$ cat src/rtl/max7219_display_scheduler_pkg.sv
// Shared definitions for the MAX7219 display scheduler: register addresses,
// state encodings and the power-up init word table.
package max7219_display_scheduler_pkg;

  localparam logic [7:0] REG_DECODE    = 8'h09;
  localparam logic [7:0] REG_INTENSITY = 8'h0A;
  localparam logic [7:0] REG_SCANLIM   = 8'h0B;
  localparam logic [7:0] REG_SHUTDOWN  = 8'h0C;
  localparam logic [7:0] REG_TEST      = 8'h0F;

  localparam int unsigned NUM_DIGITS    = 6;
  localparam logic [2:0]  LAST_WORD_IDX = 3'd5;

  typedef enum logic [1:0] {ST_INIT, ST_IDLE, ST_CFG, ST_FRAME} sched_state_t;
  typedef enum logic [1:0] {PH_WAIT_RDY, PH_SEND, PH_GAP} issue_phase_t;

  // Shutdown first so the panel stays dark while it is being configured.
  function automatic logic [15:0] init_word(input logic [2:0] idx,
                                            input logic [3:0] intensity,
                                            input logic [2:0] scan_limit);
    case (idx)
      3'd0:    init_word = {REG_SHUTDOWN, 8'h00};
      3'd1:    init_word = {REG_TEST, 8'h00};
      3'd2:    init_word = {REG_SCANLIM, 5'b00000, scan_limit};
      3'd3:    init_word = {REG_INTENSITY, 4'b0000, intensity};
      3'd4:    init_word = {REG_DECODE, 8'hFF};
      default: init_word = {REG_SHUTDOWN, 8'h01};
    endcase
  endfunction

endpackage

$ cat src/rtl/max7219_display_scheduler_if.sv
// Handshake bundle between the scheduler (master), the SPI master and the config requester (slave side).
interface max7219_display_scheduler_if;
  logic [15:0] spi_word;
  logic        spi_cs;
  logic        spi_ready;
  logic        spi_sent;
  logic        cfg_req;
  logic [3:0]  cfg_addr;
  logic [7:0]  cfg_data;
  logic        cfg_ack;

  modport master (output spi_word, spi_cs, cfg_ack,
                  input  spi_ready, spi_sent, cfg_req, cfg_addr, cfg_data);
  modport slave  (input  spi_word, spi_cs, cfg_ack,
                  output spi_ready, spi_sent, cfg_req, cfg_addr, cfg_data);
endinterface

$ cat src/rtl/max7219_display_scheduler_spi_word_issuer.sv
// Pushes one 16-bit word through the SPI master handshake and enforces the
// inter-word idle gap; issue_done pulses when the next word may be presented.
module max7219_display_scheduler_spi_word_issuer
  import max7219_display_scheduler_pkg::*;
#(
  parameter int unsigned GAP_CYCLES = 32
) (
  input  logic        clk,
  input  logic        res,
  input  logic        issue_valid_i,
  input  logic [15:0] issue_word_i,
  output logic        issue_done_o,
  input  logic        spi_ready_i,
  input  logic        spi_sent_i,
  output logic [15:0] spi_word_o,
  output logic        spi_cs_o
);

  // The WAIT_RDY cycle itself is the last high cycle of the gap, so the GAP phase is one shorter.
  localparam bit         HAS_GAP  = (GAP_CYCLES > 1);
  localparam logic [7:0] GAP_LOAD = 8'(GAP_CYCLES - 1);

  issue_phase_t phase_q, phase_d;
  logic [7:0]   gap_cnt_q, gap_cnt_d;
  logic [15:0]  word_q, word_d;
  logic         cs_q, cs_d;

  always_comb begin
    phase_d      = phase_q;
    gap_cnt_d    = gap_cnt_q;
    word_d       = word_q;
    cs_d         = cs_q;
    issue_done_o = 1'b0;
    case (phase_q)
      PH_WAIT_RDY: begin
        if (issue_valid_i && spi_ready_i) begin
          word_d  = issue_word_i;
          cs_d    = 1'b0;
          phase_d = PH_SEND;
        end
      end
      PH_SEND: begin
        if (spi_sent_i) begin
          cs_d = 1'b1;
          if (HAS_GAP) begin
            phase_d   = PH_GAP;
            gap_cnt_d = GAP_LOAD;
          end else begin
            phase_d      = PH_WAIT_RDY;
            issue_done_o = 1'b1;
          end
        end
      end
      PH_GAP: begin
        gap_cnt_d = gap_cnt_q - 8'd1;
        if (gap_cnt_q == 8'd1) begin
          phase_d      = PH_WAIT_RDY;
          issue_done_o = 1'b1;
        end
      end
      default: phase_d = PH_WAIT_RDY;
    endcase
  end

  always_ff @(posedge clk or posedge res) begin
    if (res) begin
      phase_q   <= PH_WAIT_RDY;
      gap_cnt_q <= 8'd0;
      word_q    <= 16'h0000;
      cs_q      <= 1'b1;
    end else begin
      phase_q   <= phase_d;
      gap_cnt_q <= gap_cnt_d;
      word_q    <= word_d;
      cs_q      <= cs_d;
    end
  end

  assign spi_word_o = word_q;
  assign spi_cs_o   = cs_q;

endmodule

$ cat src/rtl/max7219_display_scheduler.sv
// Arbitrates init, config and per-tick time-frame traffic onto one MAX7219 SPI link.
module max7219_display_scheduler
  import max7219_display_scheduler_pkg::*;
#(
  parameter logic [3:0]  INIT_INTENSITY = 4'h8,
  parameter logic [2:0]  SCAN_LIMIT     = 3'd5,
  parameter logic [5:0]  DP_MASK        = 6'b010100,
  parameter int unsigned GAP_CYCLES     = 32
) (
  input  logic       clk,
  input  logic       res,
  input  logic       frame_tick_i,
  input  logic       frame_ena_i,
  input  logic [3:0] ces_0X_i,
  input  logic [3:0] ces_X0_i,
  input  logic [3:0] sec_0X_i,
  input  logic [2:0] sec_X0_i,
  input  logic [3:0] min_0X_i,
  input  logic [2:0] min_X0_i,
  max7219_display_scheduler_if.master bus,
  output logic       init_done_o,
  output logic       busy_o,
  output logic       frame_drop_o
);

  sched_state_t state_q, state_d;
  logic [2:0]   word_idx_q, word_idx_d;
  logic         frame_pend_q, frame_pend_d;
  logic [15:0]  cfg_word_q, cfg_word_d;
  logic         frame_tick_q, cfg_ack_q, init_done_q, busy_q, frame_drop_q;
  logic [3:0]   digit_in [NUM_DIGITS];
  logic [3:0]   digit_q  [NUM_DIGITS];
  logic         tick_rise, frame_grant, cfg_grant, issue_valid, issue_done;
  logic [15:0]  issue_word, frame_word;

  assign digit_in[0] = ces_0X_i;
  assign digit_in[1] = ces_X0_i;
  assign digit_in[2] = sec_0X_i;
  assign digit_in[3] = {1'b0, sec_X0_i};
  assign digit_in[4] = min_0X_i;
  assign digit_in[5] = {1'b0, min_X0_i};

  assign tick_rise  = frame_tick_i & ~frame_tick_q & frame_ena_i;
  assign frame_word = {8'(word_idx_q) + 8'd1, DP_MASK[word_idx_q], 3'b000, digit_q[word_idx_q]};

  always_comb begin
    state_d      = state_q;
    word_idx_d   = word_idx_q;
    frame_pend_d = frame_pend_q;
    cfg_word_d   = cfg_word_q;
    frame_grant  = 1'b0;
    cfg_grant    = 1'b0;
    issue_valid  = 1'b0;
    issue_word   = 16'h0000;
    if (tick_rise && !frame_pend_q) frame_pend_d = 1'b1;
    case (state_q)
      ST_INIT: begin
        issue_valid = 1'b1;
        issue_word  = init_word(word_idx_q, INIT_INTENSITY, SCAN_LIMIT);
        if (issue_done) begin
          word_idx_d = (word_idx_q == LAST_WORD_IDX) ? 3'd0 : word_idx_q + 3'd1;
          if (word_idx_q == LAST_WORD_IDX) state_d = ST_IDLE;
        end
      end
      ST_IDLE: begin
        // Config wins ties; frames are only started from here, which keeps them atomic.
        if (bus.cfg_req) begin
          cfg_grant  = 1'b1;
          cfg_word_d = {4'b0000, bus.cfg_addr, bus.cfg_data};
          state_d    = ST_CFG;
        end else if (frame_pend_q) begin
          frame_grant  = 1'b1;
          frame_pend_d = 1'b0;
          word_idx_d   = 3'd0;
          state_d      = ST_FRAME;
        end
      end
      ST_CFG: begin
        issue_valid = 1'b1;
        issue_word  = cfg_word_q;
        if (issue_done) state_d = ST_IDLE;
      end
      ST_FRAME: begin
        issue_valid = 1'b1;
        issue_word  = frame_word;
        if (issue_done) begin
          word_idx_d = (word_idx_q == LAST_WORD_IDX) ? 3'd0 : word_idx_q + 3'd1;
          if (word_idx_q == LAST_WORD_IDX) state_d = ST_IDLE;
        end
      end
      default: state_d = ST_INIT;
    endcase
  end

  always_ff @(posedge clk or posedge res) begin
    if (res) begin
      state_q      <= ST_INIT;
      word_idx_q   <= 3'd0;
      frame_pend_q <= 1'b0;
      cfg_word_q   <= 16'h0000;
      frame_tick_q <= 1'b0;
      cfg_ack_q    <= 1'b0;
      init_done_q  <= 1'b0;
      busy_q       <= 1'b0;
      frame_drop_q <= 1'b0;
      for (int i = 0; i < NUM_DIGITS; i++) digit_q[i] <= 4'h0;
    end else begin
      state_q      <= state_d;
      word_idx_q   <= word_idx_d;
      frame_pend_q <= frame_pend_d;
      cfg_word_q   <= cfg_word_d;
      frame_tick_q <= frame_tick_i;
      cfg_ack_q    <= cfg_grant;
      init_done_q  <= init_done_q | (state_q == ST_INIT && issue_done && word_idx_q == LAST_WORD_IDX);
      busy_q       <= (state_d != ST_IDLE);
      frame_drop_q <= tick_rise & frame_pend_q;
      if (frame_grant) begin
        for (int i = 0; i < NUM_DIGITS; i++) digit_q[i] <= digit_in[i];
      end
    end
  end

  max7219_display_scheduler_spi_word_issuer #(
    .GAP_CYCLES (GAP_CYCLES)
  ) u_issuer (
    .clk           (clk),
    .res           (res),
    .issue_valid_i (issue_valid),
    .issue_word_i  (issue_word),
    .issue_done_o  (issue_done),
    .spi_ready_i   (bus.spi_ready),
    .spi_sent_i    (bus.spi_sent),
    .spi_word_o    (bus.spi_word),
    .spi_cs_o      (bus.spi_cs)
  );

  assign bus.cfg_ack   = cfg_ack_q;
  assign init_done_o   = init_done_q;
  assign busy_o        = busy_q;
  assign frame_drop_o  = frame_drop_q;

endmodule

$ cat src/flat_wrapper.sv
// flat-port wrapper written by rule: the top's interface ports become plain ports
module max7219_display_scheduler_flat import max7219_display_scheduler_pkg::*;
#(
  parameter logic [3:0]  INIT_INTENSITY = 4'h8,
  parameter logic [2:0]  SCAN_LIMIT     = 3'd5,
  parameter logic [5:0]  DP_MASK        = 6'b010100,
  parameter int unsigned GAP_CYCLES     = 32
)
  (clk, res, frame_tick_i, frame_ena_i, ces_0X_i, ces_X0_i, sec_0X_i, sec_X0_i, min_0X_i, min_X0_i, init_done_o, busy_o, frame_drop_o, bus_spi_word, bus_spi_cs, bus_cfg_ack, bus_spi_ready, bus_spi_sent, bus_cfg_req, bus_cfg_addr, bus_cfg_data);
  max7219_display_scheduler_if bus_i ();
  input  logic clk;
  input  logic res;
  input  logic frame_tick_i;
  input  logic frame_ena_i;
  input  logic [3:0] ces_0X_i;
  input  logic [3:0] ces_X0_i;
  input  logic [3:0] sec_0X_i;
  input  logic [2:0] sec_X0_i;
  input  logic [3:0] min_0X_i;
  input  logic [2:0] min_X0_i;
  output logic init_done_o;
  output logic busy_o;
  output logic frame_drop_o;
  output wire logic [$bits(bus_i.spi_word)-1:0] bus_spi_word;
  output wire logic [$bits(bus_i.spi_cs)-1:0] bus_spi_cs;
  output wire logic [$bits(bus_i.cfg_ack)-1:0] bus_cfg_ack;
  input wire logic [$bits(bus_i.spi_ready)-1:0] bus_spi_ready;
  input wire logic [$bits(bus_i.spi_sent)-1:0] bus_spi_sent;
  input wire logic [$bits(bus_i.cfg_req)-1:0] bus_cfg_req;
  input wire logic [$bits(bus_i.cfg_addr)-1:0] bus_cfg_addr;
  input wire logic [$bits(bus_i.cfg_data)-1:0] bus_cfg_data;
  assign bus_spi_word = bus_i.spi_word;
  assign bus_spi_cs = bus_i.spi_cs;
  assign bus_cfg_ack = bus_i.cfg_ack;
  assign bus_i.spi_ready = bus_spi_ready;
  assign bus_i.spi_sent = bus_spi_sent;
  assign bus_i.cfg_req = bus_cfg_req;
  assign bus_i.cfg_addr = bus_cfg_addr;
  assign bus_i.cfg_data = bus_cfg_data;
  max7219_display_scheduler #(.INIT_INTENSITY(INIT_INTENSITY), .SCAN_LIMIT(SCAN_LIMIT), .DP_MASK(DP_MASK), .GAP_CYCLES(GAP_CYCLES)) u_core (.clk(clk), .res(res), .frame_tick_i(frame_tick_i), .frame_ena_i(frame_ena_i), .ces_0X_i(ces_0X_i), .ces_X0_i(ces_X0_i), .sec_0X_i(sec_0X_i), .sec_X0_i(sec_X0_i), .min_0X_i(min_0X_i), .min_X0_i(min_X0_i), .bus(bus_i), .init_done_o(init_done_o), .busy_o(busy_o), .frame_drop_o(frame_drop_o));
endmodule
$ cat config.mk
export PLATFORM = sky130hd
export DESIGN_NAME = max7219_display_scheduler_flat
export DESIGN_NICKNAME = d
export VERILOG_FILES = /design/src/rtl/max7219_display_scheduler_pkg.sv /design/src/rtl/max7219_display_scheduler_if.sv /design/src/rtl/max7219_display_scheduler_spi_word_issuer.sv /design/src/rtl/max7219_display_scheduler.sv /design/src/flat_wrapper.sv
export SDC_FILE = /design/constraint.sdc
export NUM_CORES = 1
export LEC_CHECK = 0
export ABC_AREA = 1
export BUFFER_PORTS_ARGS = -buffer_cell sky130_fd_sc_hd__buf_2
export CORE_ASPECT_RATIO = 0.8
export CORE_MARGIN = 3
export CORE_UTILIZATION = 55
export DETAILED_ROUTE_END_ITERATION = 10
export GPL_TIMING_DRIVEN = 0
export PLACE_DENSITY = 0.79
export SYNTH_ARGS = -nofsm -noshare
export SYNTH_HDL_FRONTEND = slang
export SYNTH_SLANG_ARGS = --single-unit
export TNS_END_PERCENT = 10
$ cat constraint.sdc
create_clock -name clk -period 2.82 [get_ports clk]
set_input_delay 0.564 -clock clk [delete_from_list [all_inputs] [get_ports clk]]
set_output_delay 0.564 -clock clk [all_outputs]
set_load 0.05 [all_outputs]
==> metrics.md, run 1 <==
| Metric | Value |
|---|---|
| Ports | `62` |
| Reg2Reg Depth | `8` |
| ANT cells | `0` |
| DR WL/cell | `~13 µm` |
| Vias post-DR | `around 2900` |
| Flop2flop setup slack | `1.03 ns` |
| #FFs+latches synth | `68` |
| Largest net degree at the start of global routing | `36` |
| Synth Flop Type | `dfrtp_1` |
| Hold slack | `between 0.3 and 0.4 ns` |
| Core Rows | `25` |
| Routed WL | `about 7800 µm` |
| Synth top area cells | `dfrtp_1, nand2_1, inv_1` |
| Critical Path Fanout Max | `8` |
| CP required | `around 3 ns` |
| Power per Cell Area | `about 1100 nW/µm²` |
| Worst-skew pair later-pin latency | `around 0.35 ns` |
| Clock Skew | `0.005573 ns` |
| Clock sinks | `68` |
| Initial Utilization | `between 50 and 60%` |
| Status | `completed` |
| Synth Area per Inst | `8.184 µm²` |
| Most frequent cell after synthesis | `nand2_1` |
| RePlAce Congestion | `between 0.8 and 0.9` |
| Post-CTS Resized | `0` |
| MaxCap Viol Count | `0` |
| Longest Clk Path Bufs | `2` |
| Reg2reg end | `u_core.u_issuer.spi_word_o[8]` |
| Initial antenna violation count | `0` |
| Post-synthesis cell type count | `39` |
| Synth top cells by count | `nand2_1, dfrtp_1, inv_1, nor2_1, o21ai_0` |
| Area Overhead vs Synth | `18.73%` |
| CP Capture Type | `flop` |
| Sequential area share after synthesis | `49.78%` |
| Post-DP HPWL | `5766 µm` |
| Min cycle time layout | `1.785 ns` |
| Synth top area share | `between 40% and 50%` |
| Unrepaired setup endpoints after global routing | `false` |
| Max VDD drop | `approximately 0.0008 V` |
| Setup crit start kind | `flop` |
| Vert. Die Dim | `76.54 µm` |
| Fill cells | `~520` |
| Worst-Margin Slew | `about 0.7 ns` |
| R2r startpoint | `u_core.word_idx_q[1]` |
| Fin. max-slew vios | `0` |
| Hold Crit Class | `input port to asynchronous set/reset pin` |
| Initial DRC count | `~200` |
| NumNets Final | `between 500 and 600` |
| Final setup viols | `0` |
| Layout cell share with drive strength beyond 1 | `between 20% and 30%` |
| Drt drc | `0` |
| Post-Syn Instances | `about 420` |
| DIE WIDTH | `around 94 µm` |
| Core Box Area | `~6000 µm²` |
| Crit path kind | `flop to flop` |
| Relative slew margins | `52.56%` |
| GR Overflow Total | `0` |
| CTS tree | `yes` |
| DR vias/cell | `just over 5` |
| Tot GR Track Use | `23.39%` |
| Cts hold-fix bufs | `0` |
| Area leader, netlist | `dfrtp_1` |
| Synth Warn # | `0` |
| I/O Buffers | `57` |
| Post-CTS Setup Inserts | `0` |
| Vias in the first global route | `between 2000 and 3000` |
| Post-Route Setup TNS | `0 ns` |
| Leak | `about 2.1 nW` |
| Final Hold Vio Count | `0` |
| Power after layout | `around 4.5 mW` |
| Layout Utilization | `about two thirds` |
| DIE AREA | `between 7000 and 8000 µm²` |
| Cell Area, Synth | `about 3400 µm²` |
| CTS Buf Count | `9` |
| Clock transition at path regs | `roughly 0.080 ns` |
| Achievable frequency | `560.1 MHz` |
| Period utilization | `63.31%` |
| Async SR Flop Fraction | `100.0%` |
| Clk Tree Root Cell | `clkbuf_8` |
| Critical Path AT | `around 2 ns` |
| H-tree depth | `3` |
| Post-synth EDFFs | `0` |
| First-pass GRT wire length | `13120 µm` |
| DRT antenna net count | `0` |
| TritonRoute pass-1 iters | `4` |
## flip-flops by register name, summed over array words and instances (netlist names)
register	count
u_core.u_issuer.gap_cnt_q	8
u_core.frame_tick_q	1
u_core.state_q	2
u_core.bus.cfg_ack	1
u_core.frame_pend_q	1
u_core.word_idx_q	3
u_core.digit_q	22
u_core.busy_o	1
u_core.init_done_o	1
u_core.cfg_word_q	12
u_core.u_issuer.spi_cs_o	1
u_core.frame_drop_o	1
u_core.u_issuer.spi_word_o	12
u_core.u_issuer.phase_q	2
## cell usage in the layout, fill, tap and decap left out, drive strengths merged, types with 2 or more instances in the layout
cell type	netlist	layout
buf	14	72
dfrtp	67	67
bufinv	0	2
o31ai	2	2
nand3	24	24
o22ai	2	2
a31oi	2	2
o21ai	34	34
nand4	5	5
nor3	2	2
o211ai	8	8
clkbuf	2	11
conb	1	4
inv	54	56
nor2	34	34
clkinv	0	2
a21oi	12	12
ha	11	11
nand2	135	135
## cell families (layout without fill, tap and decap cells)
logic type | after synthesis | after routing | share of synthesized area, %
other | 1 | 4 | 0.1096
and+or+nand+nor | 203 | 203 | 25.46
buffers and inverters | 70 | 144 | 9.693
adders and majority gates | 11 | 11 | 4.023
DFF | 68 | 68 | 49.78
AOI/OAI and AO/OA | 65 | 65 | 10.94
## routing by layer
metal | global-route usage (%) | vias to the layer above | part of all wire, %
met3 | 7.206 | 16 | 7.0
met5 | 0 | - | 0
met2 | 36.26 | 102 | 47
met1 | 31.40 | 1367 | 44
met4 | 7.504 | 0 | 1.6
li1 | - | 1464 | -
## report_power, final
| part | internal (mW) | leakage [nW] | switching [mW] |
|---|---|---|---|
| sequential | 1.40 | 0.825 | 0.238 |
| combinational | 0.618 | 1.18 | 1.35 |
| clock | 0.503 | 0.110 | 0.395 |
## layout make-up
cell class	count	area (µm²)	area share (%)
clock buffer	9	123.9	3.050
buffer	16	123.9	3.050
sequential	68	1703	41.93
inverter	54	207.7	5.114
clock inverter	7	98.84	2.434
multi-input combinational	283	1398	34.41
tap	81	101.3	2.495
timing repair buffer	58	305.3	7.517
## worst max path at each step
stage	startpoint	end
after CTS	u_core.word_idx_q[1]	u_core.u_issuer.spi_word_o[0]
after detailed placement	u_core.word_idx_q[1]	u_core.u_issuer.spi_word_o[8]
after global routing	u_core.word_idx_q[1]	u_core.u_issuer.spi_word_o[0]
after floorplan	res	u_core.bus.cfg_ack
final	u_core.word_idx_q[1]	u_core.u_issuer.spi_word_o[8]
after global placement	res	u_core.u_issuer.spi_word_o[5]
## critical path: stages (launching register included)
cell and delay, ns:
dfrtp_1 0.39, buf_2 0.21, inv_1 0.13, ha_1 0.21, or2_2 0.33, nand3_1 0.13, o2111ai_1 0.13, o21ai_1 0.09
inv_1 0.05
## stage by stage
step / std cells / cell area [µm²] / setup WS (ns)
2_1_floorplan: 421 / 3432 / 0.5461
3_3_place_gp: 559 / 3819 / -0.2392
3_5_place_dp: 560 / 3839 / 1.100
4_1_cts: 576 / 4061 / 1.050
5_1_grt: 576 / 4061 / 0.8951
6_report: 576 / 4061 / 1.035
Power figures use the tool's default switching activity.
==> run 2, diff against run 1 <==
Clock period 2.82 ns to 1.82 ns, I/O delays scaled along.
==> run 2 against run 1 <==
Power is 55% higher. Combinational power is 56% higher. Final area up 0.46%. Critical path type unchanged. Critical endpoint unchanged. Largest cell class unchanged. Largest power group unchanged.
==> metrics.md, run 2 (synthesized netlist as in run 1, its figures left out) <==
| Metric | Value |
|---|---|
| Crit path kind | `flop to flop (unchanged)` |
| RePlAce Congestion | `0.8729 (was 0.8910)` |
| Vert. Die Dim | `76.54 µm (unchanged)` |
| Initial antenna violation count | `0 (unchanged)` |
| Initial Utilization | `57.26% (unchanged)` |
| DR WL/cell | `13.13 µm (was 13.47 µm)` |
| Biggest register | `u_core.digit_q (unchanged)` |
| Cts hold-fix bufs | `0 (unchanged)` |
| Post-route insts no fill | `577 (was 576)` |
| Core Box Area | `5974 µm² (unchanged)` |
| Worst-path cell chain | `buf_4 -> inv_1 -> ha_1 -> or2_2 -> nand3_1 -> o2111ai_1 -> o21ai_1 -> inv_1 (was buf_2 -> inv_1 -> ha_1 -> or2_2 -> nand3_1 -> o2111ai_1 -> o21ai_1 -> inv_1)` |
| CP required | `2.07 ns (was 3.07 ns)` |
| Flop2flop setup slack | `0.11 ns (was 1.03 ns)` |
| Hold Crit Class | `input port to asynchronous set/reset pin (unchanged)` |
| Final Hold Vio Count | `0 (unchanged)` |
| Critical path's slowest cell | `dfrtp_1 (unchanged)` |
| Critical Path AT | `1.96 ns (was 2.03 ns)` |
| Max reg flops | `22 (unchanged)` |
| Relative slew margins | `60.17% (was 52.56%)` |
| Vias in the first global route | `2846 (was 2875)` |
| MaxCap Viol Count | `0 (unchanged)` |
| CP dominant cell by count | `inv_1 (unchanged)` |
| Core Rows | `25 (unchanged)` |
| Clock transition at path regs | `0.08 ns (about the same)` |
| Setup crit start kind | `flop (unchanged)` |
| Ports | `62 (unchanged)` |
| Reg2reg end | `u_core.u_issuer.spi_word_o[8] (unchanged)` |
| Routed WL | `7575 µm (was 7761 µm)` |
| Status | `completed (unchanged)` |
| H-tree depth | `3 (unchanged)` |
| Period utilization | `94.18% (was 63.31%)` |
| Critical Path Fanout Max | `8 (unchanged)` |
| Clock Skew | `0.005982 ns (was 0.005573 ns)` |
| Fin. max-slew vios | `0 (unchanged)` |
| DIE WIDTH | `94.18 µm (unchanged)` |
| Clk Tree Root Cell | `clkbuf_8 (unchanged)` |
| Top delay family on crit path | `simple AND/OR/NAND/NOR gates (unchanged)` |
| Commonest cells after routing, fill and taps aside | `nand2_1, dfrtp_1, buf_2 (unchanged)` |
| Longest Clk Path Bufs | `2 (unchanged)` |
| DR vias/cell | `5.151 (was 5.120)` |
| Top Metal Used | `met4 (unchanged)` |
| Largest net degree at the start of global routing | `43 (was 36)` |
| Commonest non-fill, non-tap cell in the layout | `nand2_1 (unchanged)` |
| ANT cells | `0 (unchanged)` |
| TritonRoute pass-1 iters | `5 (was 4)` |
| Placed insts | `560 (unchanged)` |
| Layout cell share with drive strength beyond 1 | `22.18% (was 22.02%)` |
| CP bufs+invs | `3 (unchanged)` |
| Leak | `2.120 nW (was 2.116 nW)` |
| Initial DRC count | `181 (was 206)` |
| Tot GR Track Use | `22.93% (was 23.39%)` |
| I/O Buffers | `57 (unchanged)` |
| M1 WL | `3523 µm (was 3409 µm)` |
| Vias post-DR | `2972 (was 2949)` |
| Worst-skew pair later-pin latency | `0.35 ns (about the same)` |
| First-pass GRT wire length | `12850 µm (was 13120 µm)` |
| Achievable frequency | `583.4 MHz (was 560.1 MHz)` |
| Post-Route Setup TNS | `0 ns (unchanged)` |
| Final setup viols | `0 (unchanged)` |
| Drt drc | `0 (unchanged)` |
| CTS tree | `yes (unchanged)` |
| DRT antenna net count | `0 (unchanged)` |
| Clock sinks | `68 (unchanged)` |
| GR Overflow Total | `0 (unchanged)` |
| Max VDD drop | `0.001699 V (was 0.0008157 V)` |
| Min cycle time layout | `1.714 ns (was 1.785 ns)` |
| CP Capture Type | `flop (unchanged)` |
| Area Overhead vs Synth | `19.28% (was 18.73%)` |
| Power per Cell Area | `1716 nW/µm² (was 1109 nW/µm²)` |
| CTS Buf Count | `9 (unchanged)` |
| Reg2Reg Depth | `8 (unchanged)` |
| Unrepaired setup endpoints after global routing | `false (unchanged)` |
| DIE AREA | `7208 µm² (unchanged)` |
| Post-DP HPWL | `5668 µm (was 5766 µm)` |
| Met3 WL | `519 µm (was 545 µm)` |
| R2r startpoint | `u_core.word_idx_q[1] (unchanged)` |
| DR WL met2 | `3439 µm (was 3679 µm)` |
| Worst-Margin Slew | `0.5962 ns (was 0.7106 ns)` |
| NumNets Final | `543 (was 542)` |
| Slowest stage delay, CP | `0.37 ns (was 0.39 ns)` |
run 2: cell types whose count changed in the layout (fill, tap and decap cells not counted), sizes merged:
cell / change
clkbuf: +2
clkinvlp: +1
buf: +1
inv: -3
run 2: through the flow:
step                area (µm²)  utilization, %  power, mW  hold slack (ns)  worst slack [ns]
floorplan                 3436               -      4.819           0.3954            0.3008
global placement          3822           63.98      5.485           0.4604           0.09552
detailed placement        3842           64.31      5.571           0.4645           0.08904
CTS                       4069           68.10      6.997          0.07754           0.06478
global route              4080           68.29      7.522           0.1153           0.01324
finish                    4080           68.29      7.000          0.07238            0.1060
run 2: worst register-to-register path, cell delays in order (launching register included):
cell and delay [ns]:
dfrtp_1 0.37, buf_4 0.16, inv_1 0.12, ha_1 0.22
or2_2 0.32, nand3_1 0.13, o2111ai_1 0.14, o21ai_1 0.10
inv_1 0.05
run 2: where the power goes:
part | leakage (nW) | internal [mW] | switching (mW) | total, mW
logic | 1.19 | 0.970 | 2.10 | 3.07
registers | 0.825 | 2.17 | 0.366 | 2.53
clock network | 0.110 | 0.813 | 0.583 | 1.40
run 2: layer usage:
metal / vias up / global-route usage, %
li1: 1472 / -
met1: 1389 / 31.84
met2: 101 / 34.92
met3: 10 / 6.219
met4: 0 / 7.504
met5: - / 0
run 2: what timing repair did:
action / CTS / global route
resized for setup: 0 / 4
endpoints found under the setup margin: 0 / 4
buffers inserted: 0 / 1
run 2: worst max-delay path by stage:
stage	startpoint	end	cells after the start
floorplan	u_core.word_idx_q[1]	u_core.u_issuer.spi_word_o[0]	8
global placement	u_core.word_idx_q[1]	u_core.u_issuer.spi_word_o[8]	8
detailed placement	u_core.word_idx_q[1]	u_core.u_issuer.spi_word_o[8]	8
CTS	u_core.word_idx_q[1]	u_core.u_issuer.spi_word_o[8]	8
global route	u_core.word_idx_q[1]	u_core.u_issuer.spi_word_o[0]	8
finish	u_core.word_idx_q[1]	u_core.u_issuer.spi_word_o[8]	8
run 2: cell type report:
cell class / count / area, µm²
Inverter: 54 / 211.5
Clock inverter: 5 / 85.08
Sequential cell: 68 / 1703
Multi-Input combinational cell: 283 / 1398
Clock buffer: 11 / 141.4
Tap cell: 81 / 101.3
Fill cell: 494 / 1894
Timing Repair Buffer: 59 / 312.8
Buffer: 16 / 127.6
